--- config.mk ---
export PLATFORM = sky130hd
export DESIGN_NAME = dmem_arbiter
export DESIGN_NICKNAME = d
export VERILOG_FILES = /design/src/rtl/troy_pkg.sv /design/src/rtl/rd_tag_pipe.sv /design/src/rtl/dmem_arbiter.sv
export SDC_FILE = /design/constraint.sdc
export NUM_CORES = 1
export LEC_CHECK = 0
export BUFFER_PORTS_ARGS = -buffer_cell sky130_fd_sc_hd__clkbuf_2
export CORE_AREA = 2 2 315 317
export CTS_BUF_LIST = sky130_fd_sc_hd__clkbuf_16
export DETAILED_ROUTE_END_ITERATION = 7
export DIE_AREA = 0 0 317 319
export SLEW_MARGIN = 10
export SYNTH_ARGS = -nofsm -noshare
export SYNTH_HDL_FRONTEND = slang
export SYNTH_SLANG_ARGS = --single-unit
export TNS_END_PERCENT = 5
--- constraint.sdc ---
create_clock -name clk -period 2.7 [get_ports clk]
set_input_delay 0.81 -clock clk [delete_from_list [all_inputs] [get_ports clk]]
set_output_delay 0.81 -clock clk [all_outputs]
set_load 0.01 [all_outputs]
--- src/rtl/troy_pkg.sv ---
// Shared types for the data-memory arbiter: requester IDs, FSM states and dmem geometry.
package troy_pkg;

  localparam int unsigned DMEM_AW      = 8;
  localparam int unsigned DMEM_DW      = 128;
  localparam int unsigned STARVE_CNT_W = 4;

  typedef enum logic {
    REQ_CPU = 1'b0,
    REQ_DBG = 1'b1
  } req_id_e;

  typedef enum logic {
    ST_NORMAL = 1'b0,
    ST_BOOST  = 1'b1
  } state_e;

  // Owner tag carried alongside an outstanding memory read
  typedef struct packed {
    logic    valid;
    req_id_e id;
  } rd_tag_t;

endpackage

--- src/rtl/rd_tag_pipe.sv ---
// Delays the owner tag of each granted read by the memory read latency so the
// returning data can be steered to the requester that issued it.
module rd_tag_pipe
  import troy_pkg::*;
#(
  parameter int unsigned LAT = 1
) (
  input  logic    clk_i,
  input  logic    rst_ni,
  input  rd_tag_t tag_i,
  output rd_tag_t tag_o
);

  rd_tag_t [LAT-1:0] pipe_q;
  rd_tag_t [LAT-1:0] pipe_d;

  if (LAT > 1) begin : g_shift
    assign pipe_d = {pipe_q[LAT-2:0], tag_i};
  end else begin : g_single
    assign pipe_d = tag_i;
  end

  always_ff @(posedge clk_i or negedge rst_ni) begin
    if (!rst_ni) begin
      pipe_q <= '0;
    end else begin
      pipe_q <= pipe_d;
    end
  end

  assign tag_o = pipe_q[LAT-1];

endmodule

--- src/rtl/dmem_arbiter.sv ---
// Arbitrates the single-port dmem between the CPU (priority) and the debug/DMA
// port, with a starvation guard for debug, and steers read data back to its owner.
module dmem_arbiter
  import troy_pkg::*;
#(
  parameter int unsigned AW         = DMEM_AW,
  parameter int unsigned DW         = DMEM_DW,
  parameter int unsigned MEM_RD_LAT = 1,
  parameter int unsigned STARVE_MAX = 4
) (
  input  logic          clk,
  input  logic          reset,
  input  logic          cpu_req,
  input  logic          cpu_we,
  input  logic [AW-1:0] cpu_addr,
  input  logic [DW-1:0] cpu_wdata,
  output logic          cpu_gnt,
  output logic          cpu_rvalid,
  output logic [DW-1:0] cpu_rdata,
  input  logic          dbg_req,
  input  logic          dbg_we,
  input  logic [AW-1:0] dbg_addr,
  input  logic [DW-1:0] dbg_wdata,
  output logic          dbg_gnt,
  output logic          dbg_rvalid,
  output logic [DW-1:0] dbg_rdata,
  output logic          mem_en,
  output logic          mem_wr_en,
  output logic [AW-1:0] mem_addr,
  output logic [DW-1:0] mem_wdata,
  input  logic [DW-1:0] mem_rdata
);

  state_e                  state_q, state_d;
  logic [STARVE_CNT_W-1:0] starve_cnt_q, starve_cnt_d;
  logic [DW-1:0]           cpu_rdata_q, cpu_rdata_d;
  logic [DW-1:0]           dbg_rdata_q, dbg_rdata_d;
  logic                    dbg_wins;
  rd_tag_t                 push_tag, tail_tag;

  // Grant selection, starvation counter and NORMAL/BOOST transitions
  always_comb begin
    state_d      = ST_NORMAL;
    starve_cnt_d = '0;
    dbg_wins     = 1'b0;
    cpu_gnt      = 1'b0;
    dbg_gnt      = 1'b0;

    case (state_q)
      ST_BOOST: dbg_wins = dbg_req;
      default:  dbg_wins = dbg_req & ~cpu_req;
    endcase

    if (reset) begin
      dbg_gnt = dbg_wins;
      cpu_gnt = cpu_req & ~dbg_wins;
    end

    if ((state_q == ST_NORMAL) && dbg_req && !dbg_gnt) begin
      if (starve_cnt_q != '1) begin
        starve_cnt_d = starve_cnt_q + STARVE_CNT_W'(1);
      end else begin
        starve_cnt_d = starve_cnt_q;
      end
      if (starve_cnt_d >= STARVE_CNT_W'(STARVE_MAX)) begin
        state_d = ST_BOOST;
      end
    end
  end

  always_ff @(posedge clk or negedge reset) begin
    if (!reset) begin
      state_q      <= ST_NORMAL;
      starve_cnt_q <= '0;
    end else begin
      state_q      <= state_d;
      starve_cnt_q <= starve_cnt_d;
    end
  end

  // Memory port mux; with no grant the CPU request fields are presented
  always_comb begin
    mem_en    = cpu_gnt | dbg_gnt;
    mem_wr_en = 1'b0;
    mem_addr  = cpu_addr;
    mem_wdata = cpu_wdata;
    if (dbg_gnt) begin
      mem_wr_en = dbg_we;
      mem_addr  = dbg_addr;
      mem_wdata = dbg_wdata;
    end else if (cpu_gnt) begin
      mem_wr_en = cpu_we;
    end
    if (!reset) begin
      mem_addr  = '0;
      mem_wdata = '0;
    end
  end

  always_comb begin
    push_tag.valid = mem_en & ~mem_wr_en;
    push_tag.id    = dbg_gnt ? REQ_DBG : REQ_CPU;
  end

  rd_tag_pipe #(
    .LAT (MEM_RD_LAT)
  ) u_rd_tag_pipe (
    .clk_i  (clk),
    .rst_ni (reset),
    .tag_i  (push_tag),
    .tag_o  (tail_tag)
  );

  // Tail of the tag pipe: pulse rvalid and pass mem_rdata straight through
  always_comb begin
    cpu_rvalid  = tail_tag.valid && (tail_tag.id == REQ_CPU);
    dbg_rvalid  = tail_tag.valid && (tail_tag.id == REQ_DBG);
    cpu_rdata_d = cpu_rdata_q;
    dbg_rdata_d = dbg_rdata_q;
    if (cpu_rvalid) begin
      cpu_rdata_d = mem_rdata;
    end
    if (dbg_rvalid) begin
      dbg_rdata_d = mem_rdata;
    end
    cpu_rdata = cpu_rdata_d;
    dbg_rdata = dbg_rdata_d;
  end

  always_ff @(posedge clk or negedge reset) begin
    if (!reset) begin
      cpu_rdata_q <= '0;
      dbg_rdata_q <= '0;
    end else begin
      cpu_rdata_q <= cpu_rdata_d;
      dbg_rdata_q <= dbg_rdata_d;
    end
  end

endmodule

==> results of run 1 <==
## worst max-delay path: stages, from the launching register on
cell,delay [ns]
dfrtp_4,0.52
nor2b_4,0.20
buf_6,0.17
buf_12,0.11
clkbuf_16,0.13
o21ai_0,0.07
a21oi_1,0.26
clkbuf_2,0.20
## synth_stat cells (2+ instances only)
cell      number  area share, %
a21oi_1      140            5.5
buf_1          7           0.21
buf_2         29            1.1
buf_4         24            1.4
buf_6          2           0.18
clkbuf_1      56            1.7
clkinv_1       2          0.059
dfrtp_1      263             52
inv_2          2          0.059
mux2_1         9           0.80
mux2_2       247             22
nand2_1        2          0.059
nand3_1        2          0.079
nor2_1         4           0.12
nor3_1         2          0.079
o211ai_1     138            8.2
o21ai_0      136            5.4
## metal layers
layer	part of all wire, %	global-route usage (%)	routed length, um	up-vias
met1	39	16.7	30300	6425
met5	0.048	0	38	-
met3	8.2	4.08	6460	123
met2	49	25.9	38900	762
li1	-	-	-	5723
met4	3.7	4.96	2940	6
## stage by stage
step	area, um^2	std cells
2_1_floorplan	12700	1080
3_3_place_gp	19000	3152
3_5_place_dp	19000	3152
4_1_cts	21100	3235
5_1_grt	21500	3237
6_report	21500	3240
## registers in the layout, summed over array words and instances, names as in the netlist
register             count
starve_cnt_q             4
state_q                  1
dbg_rdata_q            128
cpu_rdata_q            128
u_rd_tag_pipe.tag_o      2
## logic make-up after synthesis
kind of cell,after synthesis,share of synthesized area [%]
adder cells (fa/ha/maj),1,0.0988
AO/OA/AOI/OAI,419,19.5
buffers and inverters,124,4.80
multiplexers,257,22.9
flip-flops,263,52.0
AND/OR/NAND/NOR,15,0.672
XOR/XNOR,1,0.0692
## final timing paths
kind                                                        from                          to  slack [ns]  cells past startpoint
max in group asynchronous                                  reset  dbg_rdata_q[121]$_DFF_PN0_        1.35                      3
worst max register to register  u_rd_tag_pipe.tag_o[0]$_DFF_PN0_  cpu_rdata_q[125]$_DFF_PN0_        1.04                      5
worst max-delay path                           state_q$_DFF_PN0_               mem_wdata[72]       -0.33                      7
min in group clk                      cpu_rdata_q[121]$_DFF_PN0_  cpu_rdata_q[121]$_DFF_PN0_        0.49                      1
worst min register to register        cpu_rdata_q[121]$_DFF_PN0_  cpu_rdata_q[121]$_DFF_PN0_        0.49                      1
worst min-delay path                                       reset   starve_cnt_q[1]$_DFF_PN0_        0.46                      3
## area by class of cell
class	instances	area [um^2]
fill	10600	76200
sequential	263	6590
timing repair buffer	928	6240
multi-input combinational	693	5960
tap	1287	1610
clock buffer	34	851
clock inverter	27	183
inverter	5	33.8
antenna	3	7.51
## what timing repair did
action,4_1_cts,5_1_grt
pin swaps,85,48
setup endpoints to repair,396,394
resized for setup,178,206
gates cloned,10,4
endpoints found under the hold margin,0,0
setup buffers,13,4
## power groups by stage
stage,sequential [W],clock (W),combinational [W]
floorplan,0.00508,0,0.00214
global placement,0.00511,0,0.00441
detailed placement,0.00517,0,0.00444
CTS,0.00510,0.00449,0.00472
global route,0.00520,0.00466,0.00515
finish,0.00510,0.00425,0.00479
==> results.md, run 1 <==
* Worst Hold Class: in -> async
* Commonest non-fill, non-tap cells in the layout: clkbuf_2 (677), dfrtp_1 (261), mux2_2 (201)
* Die Ht at 319 um
* Grt ovf at 0
* DRC Markers at 0
* FF+latch count, synth at 263
* CTS tree: yes
* Die footprint at 101000 um^2
* Die width at 317 um
* Io pins at 804
* Part of the power in the clock network at 30.1%
* Worst EP required at 1.89 ns
* Initial antenna violation count at 20
* Fraction of layout cells with a size suffix above 1 at 66.8%
* Setup TNS Final at -72.47 ns
* Worst-path clk slew at 0.07 ns
* DR WL/cell at 24.3 um
* Synth Flop Type: dfrtp_1
* Worst vdd ir at 0.000826 V
* Max_cap viols at 0
* Sequential share of the synthesized area at 52.0%
* P_int at 0.00953 W
* Critical path class: reg -> out
* Syn Nets at 1487
* Minimum clock period after layout at 3.03 ns
* TritonCTS buffer count at 34
* YS warnings at 0
* Fin. max-slew vios at 0
* Unrepaired setup endpoints after global routing: true
* Net count reported at finish at 2332
* Routed wire length at 78600 um
* Slew headroom at 32.9%
* Outcome: complete, but fails checks
* Antenna-violating nets left at 0
* Clk buf depth at 3
* Global-route wire length before repair at 104000 um
* Switching power at 0.00461 W
* Ys async rst share at 100%
* Core area at 97700 um^2
* Hold-fix buffer count after cts at 0
* Count of cell types in the netlist at 32
* Final Power at 0.0141 W
* Failing checks: negative setup slack
* Combinational fraction of design power at 33.9%
* Crit path arrival time at 2.22 ns
* Final worst-path setup slack at -0.329 ns
* Seq pwr share at 36.1%
* CTS H-tree lvls at 2
* CP startpoint kind: register
* First-iteration detailed-routing DRC count at 842
* Sink Count at 263
* Syn avg cell area at 11.7 um^2
* Crit-path max FO at 5
* GRT Total Usage at 14.6%
* Synth Cell Area at 12700 um^2
* Critical Path Sink Type: output port
* P_leak at 9.89 nW
* Slew @ Worst Pin at 1.01 ns
* GPL Wtd Cong at 0.868
* Final Hold Vio Count at 0
* Worst Hold Slack at 0.458 ns
* Sw frac at 32.6%
* Final-report setup violation count at 369
* Num rows at 115
* DR vias at 13000
* Largest net degree at the start of global routing at 157
* Place WS at -0.575 ns
* Pwr Density at 658 nW/um^2
* Pre-Repair DR Iteration Count at 5
* Peak Freq at 330 MHz
* Post-layout util at 22.0%
* Commonest non-fill, non-tap cell in the layout: clkbuf_2
* Clock Latency Late Sink at 0.56 ns
* Initial Util at 13.0%
* Tcrit/Tclk final at 112%
* Gate Count Post-Synth at 1080
* Post-synth EDFFs at 0
* Via-per-instance ratio at 4.02
* DP HPWL at 63900 um
* Setup Skew at 0.0166 ns
* CTS Root Cell: clkbuf_16
* P&R area growth vs syn at 69.6%
* Port bufs at 803
* Vias in the first global route at 13000
(Power assumes the default switching activity.)
==> run 2: changes to the inputs <==
Settings changed: CORE_AREA 2 2 315 317 to 3 3 307 309, DIE_AREA 0 0 317 319 to 0 0 310 312, REMOVE_ABC_BUFFERS set to 1.
==> results.md, run 2 (synthesis results as in run 1) <==
* DR vias at 12800 (-1.5%)
* Crit-path max FO at 14 (+9)
* Antenna-violating nets left at 0 (unchanged)
* DR WL/cell at 24.2 um (-0.28%)
* CTS Root Cell: clkbuf_16
* Hold-fix buffer count after cts at 0 (unchanged)
* Setup Skew at 0.0285 ns (+0.0118 ns)
* Grt ovf at 0 (unchanged)
* Crit path arrival time at 2.31 ns (+0.09 ns)
* Pwr Density at 652 nW/um^2 (-0.92%)
* Die Ht at 312 um (-2.2%)
* Global-route wire length before repair at 102000 um (-1.3%)
* Final Power at 0.0135 W (-4.6%)
* Final Hold Vio Count at 0 (unchanged)
* Biggest regs: cpu_rdata_q (128), dbg_rdata_q (128), starve_cnt_q (4)
* Critical Path Sink Type: output port
* Failing checks: negative setup slack
* Final worst-path setup slack at -0.424 ns (-0.0944 ns)
* Tcrit/Tclk final at 116% (+3.5 points)
* GPL Wtd Cong at 0.998 (+15%)
* Pre-Repair DR Iteration Count at 5 (unchanged)
* Io pins at 804 (unchanged)
* Slew headroom at 38.7% (+5.8 points)
* Critical path class: reg -> out
* Port bufs at 803 (unchanged)
* Num rows at 111 (-3.5%)
* Worst vdd ir at 0.000482 V (-42%)
* Worst Hold Class: in -> async
* Slew @ Worst Pin at 0.919 ns (-0.0870 ns)
* Initial antenna violation count at 27 (+35%)
* Fin. max-slew vios at 0 (unchanged)
* First-iteration detailed-routing DRC count at 988 (+17%)
* Final-report setup violation count at 391 (+6.0%)
* Layout fillers at 9984 (-6.1%)
* Worst-path clk slew at 0.07 ns (about the same)
* Net count reported at finish at 2337 (+0.21%)
* CTS tree: yes
* Core area at 91700 um^2 (-6.2%)
* Setup TNS Final at -73.61 ns (-1.14 ns)
* Routed wire length at 76100 um (-3.1%)
* Clock Latency Late Sink at 0.58 ns (+0.02 ns)
* Commonest non-fill, non-tap cells in the layout: clkbuf_2 (729), dfrtp_1 (260), mux2_2 (231)
* TritonCTS buffer count at 30 (-12%)
* CP startpoint kind: register
* Max_cap viols at 0 (unchanged)
* Unrepaired setup endpoints after global routing: true
* Outcome: complete, but fails checks
* Commonest non-fill, non-tap cell in the layout: clkbuf_2
* Place WS at -0.647 ns (-0.0718 ns)
* Via-per-instance ratio at 4.08 (+1.4%)
* P&R area growth vs syn at 63.3%
* Worst EP required at 1.89 ns (about the same)
* Sink Count at 263 (unchanged)
* Clk buf depth at 3 (unchanged)
* Vias in the first global route at 13300 (+1.9%)
* Initial Util at 13.8% (+0.85 points)
* DP HPWL at 64400 um (+0.75%)
* Die width at 310 um (-2.2%)
* P_leak at 9.48 nW (-4.2%)
* Peak Freq at 320 MHz (-3.0%)
* Minimum clock period after layout at 3.12 ns (+0.0944 ns)
* Die footprint at 96700 um^2 (-4.4%)
* CTS H-tree lvls at 1 (-1)
* Largest net degree at the start of global routing at 161 (+2.5%)
* Fraction of layout cells with a size suffix above 1 at 67.9% (+1.1 points)
* GRT Total Usage at 14.8% (+0.19 points)
* DRC Markers at 0 (unchanged)
[run 2: report_power, final]
group	leakage (nW)	switching (W)	internal (W)
clock network	0.469	0.00169	0.00212
logic	5.92	0.00254	0.00205
registers	3.10	0.000217	0.00487
total	9.48	0.00444	0.00904
[run 2: per-stage QoR]
stage,std cells,util [%],area (um^2),hold WS (ns)
floorplan,961,-,12100,0.512
global placement,3073,20.6,18900,0.463
detailed placement,3073,20.6,18900,0.474
CTS,3140,22.3,20500,0.259
global route,3145,22.5,20700,0.270
finish,3147,22.6,20700,0.266
[run 2: worst paths after layout]
path	from	end	slack, ns	cells past startpoint
worst max-delay path	state_q$_DFF_PN0_	mem_wdata[54]	-0.42	6
worst min-delay path	reset	dbg_rdata_q[111]$_DFF_PN0_	0.27	2
worst max register to register	u_rd_tag_pipe.tag_o[1]$_DFF_PN0_	cpu_rdata_q[126]$_DFF_PN0_	1.05	4
worst min register to register	cpu_rdata_q[113]$_DFF_PN0_	cpu_rdata_q[113]$_DFF_PN0_	0.49	1
max in group asynchronous	reset	u_rd_tag_pipe.tag_o[0]$_DFF_PN0_	1.15	3
min in group clk	mem_rdata[34]	dbg_rdata_q[34]$_DFF_PN0_	0.48	2
[run 2: critical path, cell delays in order, from the launching register on]
cell	delay, ns
dfrtp_4	0.55
nor2b_4	0.21
buf_12	0.19
clkbuf_16	0.20
o21ai_1	0.14
a21oi_2	0.24
clkbuf_2	0.19
[run 2: final cells by class]
cell class / instances / area [um^2] / area share (%)
diodes: 7 / 17.5 / 0.0847
repair buffers: 937 / 5700 / 27.6
flip-flops and latches: 263 / 6590 / 31.9
well taps: 1186 / 1480 / 7.18
clock buffers: 30 / 751 / 3.63
clock inverters: 26 / 170 / 0.823
multi-input cells: 693 / 5930 / 28.7
inverters: 5 / 32.5 / 0.157
[run 2: timing repair]
| item | in CTS | in global routing |
|---|---|---|
| endpoints found under the setup margin | 395 | 393 |
| gates resized for setup | 183 | 107 |
| pin swaps | 69 | 23 |
| cloned | 2 | 1 |
| setup buffers | 9 | 1 |
[run 2: layer usage]
layer | share of wire, % | wire length, um | global-route usage, % | up-vias
li1 | - | - | - | 5737
met1 | 36 | 27500 | 15.9 | 6246
met2 | 50 | 38000 | 26.7 | 707
met3 | 8.4 | 6410 | 4.08 | 137
met4 | 5.4 | 4140 | 6.93 | 10
met5 | 0.10 | 77 | 0 | -
